===== src/rtl/cpuc_out_capture.sv =====
// rtl/cpuc_out_capture.sv - timestamped change capture of the CPUC result buses into a drainable FIFO
// A change on {out1,out2} is queued with the timestamp of its sampling edge; overflow drops are counted.
module cpuc_out_capture #(
  parameter int W     = 16,
  parameter int DEPTH = 8,
  parameter int TSW   = 16
) (
  input  logic                     clk,
  input  logic                     rst,
  input  logic                     en,
  input  logic [W-1:0]             out1,
  input  logic [W-1:0]             out2,
  output logic                     rd_valid,
  input  logic                     rd_ready,
  output logic [W-1:0]             rd_out1,
  output logic [W-1:0]             rd_out2,
  output logic [TSW-1:0]           rd_time,
  output logic [$clog2(DEPTH):0]   count,
  output logic                     overflow,
  output logic [7:0]               drop_cnt
);
  localparam int AW = $clog2(DEPTH);
  localparam int CW = AW + 1;

  logic [W-1:0]   mem1 [DEPTH];
  logic [W-1:0]   mem2 [DEPTH];
  logic [TSW-1:0] memt [DEPTH];

  logic [AW-1:0]  wr_ptr, rd_ptr;
  logic [TSW-1:0] ts;
  logic [2*W-1:0] last_pair;
  logic [2*W-1:0] pair;
  logic           prime;
  logic [W-1:0]   last1, last2;
  logic [TSW-1:0] lastt;
  logic           push_req, push_ok, pop, full, drop;

  assign pair     = {out1, out2};
  assign rd_valid = (count != '0);
  assign full     = (count == CW'(DEPTH));
  assign pop      = rd_valid && rd_ready;
  assign push_req = en && (prime || (pair != last_pair));
  // A full FIFO still accepts a push when the head leaves in the same cycle.
  assign push_ok  = push_req && (!full || pop);
  assign drop     = push_req && !push_ok;

  // Once the FIFO drains, the head keeps showing the entry that was read last.
  assign rd_out1 = rd_valid ? mem1[rd_ptr] : last1;
  assign rd_out2 = rd_valid ? mem2[rd_ptr] : last2;
  assign rd_time = rd_valid ? memt[rd_ptr] : lastt;

  always_ff @(posedge clk or posedge rst) begin
    if (rst) begin
      ts        <= '0;
      last_pair <= '0;
      prime     <= 1'b1;
      wr_ptr    <= '0;
      rd_ptr    <= '0;
      count     <= '0;
      overflow  <= 1'b0;
      drop_cnt  <= '0;
      last1     <= '0;
      last2     <= '0;
      lastt     <= '0;
    end else begin
      ts <= ts + 1'b1;
      // The pair is remembered even when its push is dropped, so one value drops only once.
      if (en) begin
        if (push_req) begin
          last_pair <= pair;
          prime     <= 1'b0;
        end
      end else begin
        prime <= 1'b1;
      end
      if (push_ok) wr_ptr <= wr_ptr + 1'b1;
      if (pop) begin
        rd_ptr <= rd_ptr + 1'b1;
        last1  <= mem1[rd_ptr];
        last2  <= mem2[rd_ptr];
        lastt  <= memt[rd_ptr];
      end
      case ({push_ok, pop})
        2'b10:   count <= count + 1'b1;
        2'b01:   count <= count - 1'b1;
        default: count <= count;
      endcase
      if (drop) begin
        overflow <= 1'b1;
        if (drop_cnt != 8'hFF) drop_cnt <= drop_cnt + 8'd1;
      end
    end
  end

  always_ff @(posedge clk) begin
    if (push_ok) begin
      mem1[wr_ptr] <= out1;
      mem2[wr_ptr] <= out2;
      memt[wr_ptr] <= ts;
    end
  end
endmodule


===== config.mk =====
export PLATFORM = sky130hd
export DESIGN_NAME = cpuc_out_capture
export DESIGN_NICKNAME = d
export VERILOG_FILES = /design/src/rtl/cpuc_out_capture.sv
export SDC_FILE = /design/constraint.sdc
export NUM_CORES = 1
export LEC_CHECK = 0
export ABC_AREA = 1
export CAP_MARGIN = 20
export CORE_MARGIN = 2
export CORE_UTILIZATION = 50
export DETAILED_ROUTE_END_ITERATION = 10
export PLACE_DENSITY = 0.68
export SLEW_MARGIN = 20
export SYNTH_ARGS = -nofsm -noshare
export SYNTH_HDL_FRONTEND = slang
export SYNTH_SLANG_ARGS = --single-unit

===== constraint.sdc =====
create_clock -name clk -period 4.7 [get_ports clk]
set_clock_uncertainty 0.15 [all_clocks]
set_input_delay 1.175 -clock clk [delete_from_list [all_inputs] [get_ports clk]]
set_output_delay 1.175 -clock clk [all_outputs]
set_load 0.02 [all_outputs]

==> out/summary.txt <==
Via count of the first global-routing pass: 12700
Final critical delay including setup and external delays: 4.51 ns
Type of element capturing the critical path: output port
Post-cts hold buffer count: 0
Final worst-path cycle share: 95.9%
Root buf cell: sky130_fd_sc_hd__clkbuf_16
DRT Wirelength: 45900 µm
Fmax: 222 MHz
Relative max-transition margin: 41.2%
Cell occurring most often along the worst timing path: sky130_fd_sc_hd__o21ai_0
Setup repair after global routing missed its margin: false
Iteration-0 DRC Markers: 934
Net Sw Frac: 34.7%
Slowest-stage cell, CP: sky130_fd_sc_hd__dfrtp_4
Worst Max-Slew Pin Slew: 0.882 ns
Final total power: 0.0150 W
Detailed-route DRC error count: 0
EDFF count, synth: 384
CTS tree: yes
Portion of total power attributed to sequential cells: 39.3%
Aggregate global routing overflow: 0
Drt pass-1 iters: 5
Cell Area, Synth: 20200 µm²
Internal: 0.00981 W
Dpl ws: 0.364 ns
Share of synthesized area occupied by flip-flops and latches: 71.4%
Cell types with the largest area share after synthesis: sky130_fd_sc_hd__edfxtp_1 (57%), sky130_fd_sc_hd__dfrtp_1 (14%), sky130_fd_sc_hd__o21ai_0 (6.0%)
Type of origin of the critical path: flip-flop
Io pins: 98
Synthesized instance count: 1621
Fill cell count: 3131
Proportion of synthesized flip-flops having asynchronous set or reset: 23.2%
Post-synthesis to final-layout area growth: 17.4%
Number of hold violations in the final report: 0
Number of pins exceeding their max-slew limit in the final report: 0
Area of the die: 42100 µm²
Maxcap violations: 0
Average routed wire per standard cell: 20.1 µm
Register clock-pin slew on the reported worst setup and hold paths: 0.06 ns
Pin count of the biggest net entering global routing: 105
LEAKAGE: 8.58 nW
Number of antenna violations at the first check in global routing: 0
Total Routing Usage GR: 22.2%
Warning count from the yosys run: 0
CTS H-Tree Depth: 2
Vias per cell: 5.63
Clock group share of total power: 26.7%
Number of nets with antenna violations after routing: 0
Worst Path Class, Setup: flip-flop to output port
Critical Path Max Stage Delay: 0.81 ns
Data arrival time of the worst path: 3.18 ns
Total net switching power: 0.00522 W
RD Place Congestion: 0.754
Critical path required time: 3.38 ns
Standard-cell rows: 73
P per Cell Area: 633 nW/µm²
Average instance area after synthesis: 12.5 µm²
Fraction of post-synthesis cell area in the top cell type by area: 57.0%
Largest vdd supply drop: 0.000433 V
Final critical-path setup slack: 0.191 ns
Share of the core filled with cells in the final layout: 59.6%
Share of final-layout standard cells stronger than drive strength 1: 8.79%
Total number of vias: 12900
Antenna cell count: 0
Syn Nets: 1664
CTS sink cnt: 500
Ys flop type: sky130_fd_sc_hd__edfxtp_1
Final count of negative-setup-slack endpoints: 0
Most common cell after layout, fill and taps aside: sky130_fd_sc_hd__edfxtp_1
Commonest cells after routing, fill and taps aside: sky130_fd_sc_hd__edfxtp_1 (384), sky130_fd_sc_hd__o21ai_0 (241), sky130_fd_sc_hd__nand2_1 (239)
Initial Util: 50.8%
Flip-flop and latch count after synthesis: 500
Chip Height: 205 µm
Clock latency on the worst-skew pair: 0.58 ns
HPWL after detailed placement: 25900 µm
Cell type with the largest total area after synthesis: sky130_fd_sc_hd__edfxtp_1
Quantity of I/O buffers inserted on ports: 97
Placeable core region: 39800 µm²
Fin nets: 1765
First-pass GRT wire length: 71600 µm
Number of buffers created by CTS: 50
Path class of the lowest-slack min-delay path: flip-flop to flip-flop
Hold slack final: 0.334 ns
Width of the die: 205 µm
Part of the power in combinational logic: 33.9%
Result of the run: completed
Buffer levels on the longest clock path: 3
Distinct cell type count of the synthesized netlist: 37
Maximum fanout along the worst path: 40
Cells along the critical path: buf_4 > o21ai_0 > o221ai_1 > o21ai_0 > o21ai_0 > clkdlybuf4s50_1
[repair_timing]
| item | in CTS | in global routing |
|---|---|---|
| endpoints found under the setup margin | 25 | 31 |
| resized for setup | 2 | 3 |
| gates cloned | 0 | 1 |
| buffers inserted | 1 | 1 |
[power groups by stage]
stage,Sequential (W),Combinational (W),Clock [W]
floorplan,0.00583,0.00311,0
global placement,0.00599,0.00488,0
detailed placement,0.00602,0.00496,0
CTS,0.00591,0.00508,0.00408
global route,0.00597,0.00557,0.00427
finish,0.00591,0.00510,0.00402
[per-stage QoR]
| stage | area (µm²) | TNS (ns) | std cells |
|---|---|---|---|
| after global placement | 22000 | 0 | 2192 |
| final | 23700 | 0 | 2288 |
| after global routing | 23700 | 0 | 2288 |
| after detailed placement | 22000 | 0 | 2192 |
| after CTS | 23700 | 0 | 2286 |
| after floorplan | 20200 | -17.67 | 1621 |
[layout make-up]
type | instances | area [µm²] | area share [%]
well taps | 525 | 657 | 2.77
clock inverters | 24 | 231 | 0.975
repair buffers | 145 | 1560 | 6.57
flip-flops and latches | 500 | 14400 | 60.9
multi-input cells | 960 | 5140 | 21.6
inverters | 65 | 263 | 1.11
clock buffers | 69 | 1440 | 6.08
[cells by family (layout without fill, tap and decap cells)]
logic type,count (synthesis),count (layout),share of synthesized area (%)
DFF,500,500,71.4
buffers and inverters,161,303,3.50
and+or+nand+nor,495,495,9.61
xor gates and xnor gates,37,37,1.60
muxes,48,48,2.38
AOI/OAI and AO/OA,373,373,11.1
adders and majority gates,7,7,0.470
[final timing paths]
kind | startpoint | end | slack, ns | cells after the start
max | rd_ptr[1]$_DFFE_PP0P_ | rd_out2[1] | 0.19 | 6
min | overflow$_DFFE_PP0P_ | overflow$_DFFE_PP0P_ | 0.33 | 1
max reg2reg | last_pair[20]$_DFFE_PP0P_ | count[3]$_DFFE_PP0P_ | 1.86 | 18
min reg2reg | overflow$_DFFE_PP0P_ | overflow$_DFFE_PP0P_ | 0.33 | 1
max in group asynchronous | rst | lastt[0]$_DFFE_PP0P_ | 2.58 | 3
min in group asynchronous | rst | lastt[15]$_DFFE_PP0P_ | 0.92 | 2
[routing by layer]
| layer | routed length (µm) | up-vias | track usage (%) |
|---|---|---|---|
| li1 | - | 6020 | - |
| met1 | 20600 | 6375 | 31.8 |
| met2 | 21300 | 422 | 35.1 |
| met3 | 3110 | 66 | 4.26 |
| met4 | 882 | 0 | 5.60 |
| met5 | 0 | - | 0 |
[synth_stat cells (18+ instances only)]
master / number
sky130_fd_sc_hd__dfrtp_1: 115
sky130_fd_sc_hd__nand2_1: 239
sky130_fd_sc_hd__xnor2_1: 19
sky130_fd_sc_hd__edfxtp_1: 384
sky130_fd_sc_hd__o21ai_1: 29
sky130_fd_sc_hd__xor2_1: 18
sky130_fd_sc_hd__o221ai_1: 48
sky130_fd_sc_hd__mux2i_1: 48
sky130_fd_sc_hd__o32ai_1: 48
sky130_fd_sc_hd__buf_2: 24
sky130_fd_sc_hd__nor2_1: 227
sky130_fd_sc_hd__inv_1: 63
sky130_fd_sc_hd__clkbuf_1: 60
sky130_fd_sc_hd__o21ai_0: 241
[sequential cells by signal, summed over array words and instances, names as in the netlist, 16 cells and up]
register and cells:
last_pair 32, last1 16, mem2 128, mem1 128, lastt 16, ts 16
memt 128, last2 16
[worst max-delay path, delay by kind of cell, from the launching register on]
kind            cells  cell delay, ns
compound gates      4            0.73
flops               1            0.81
buf+inv             2            1.06
Power figures use the tool's default switching activity.
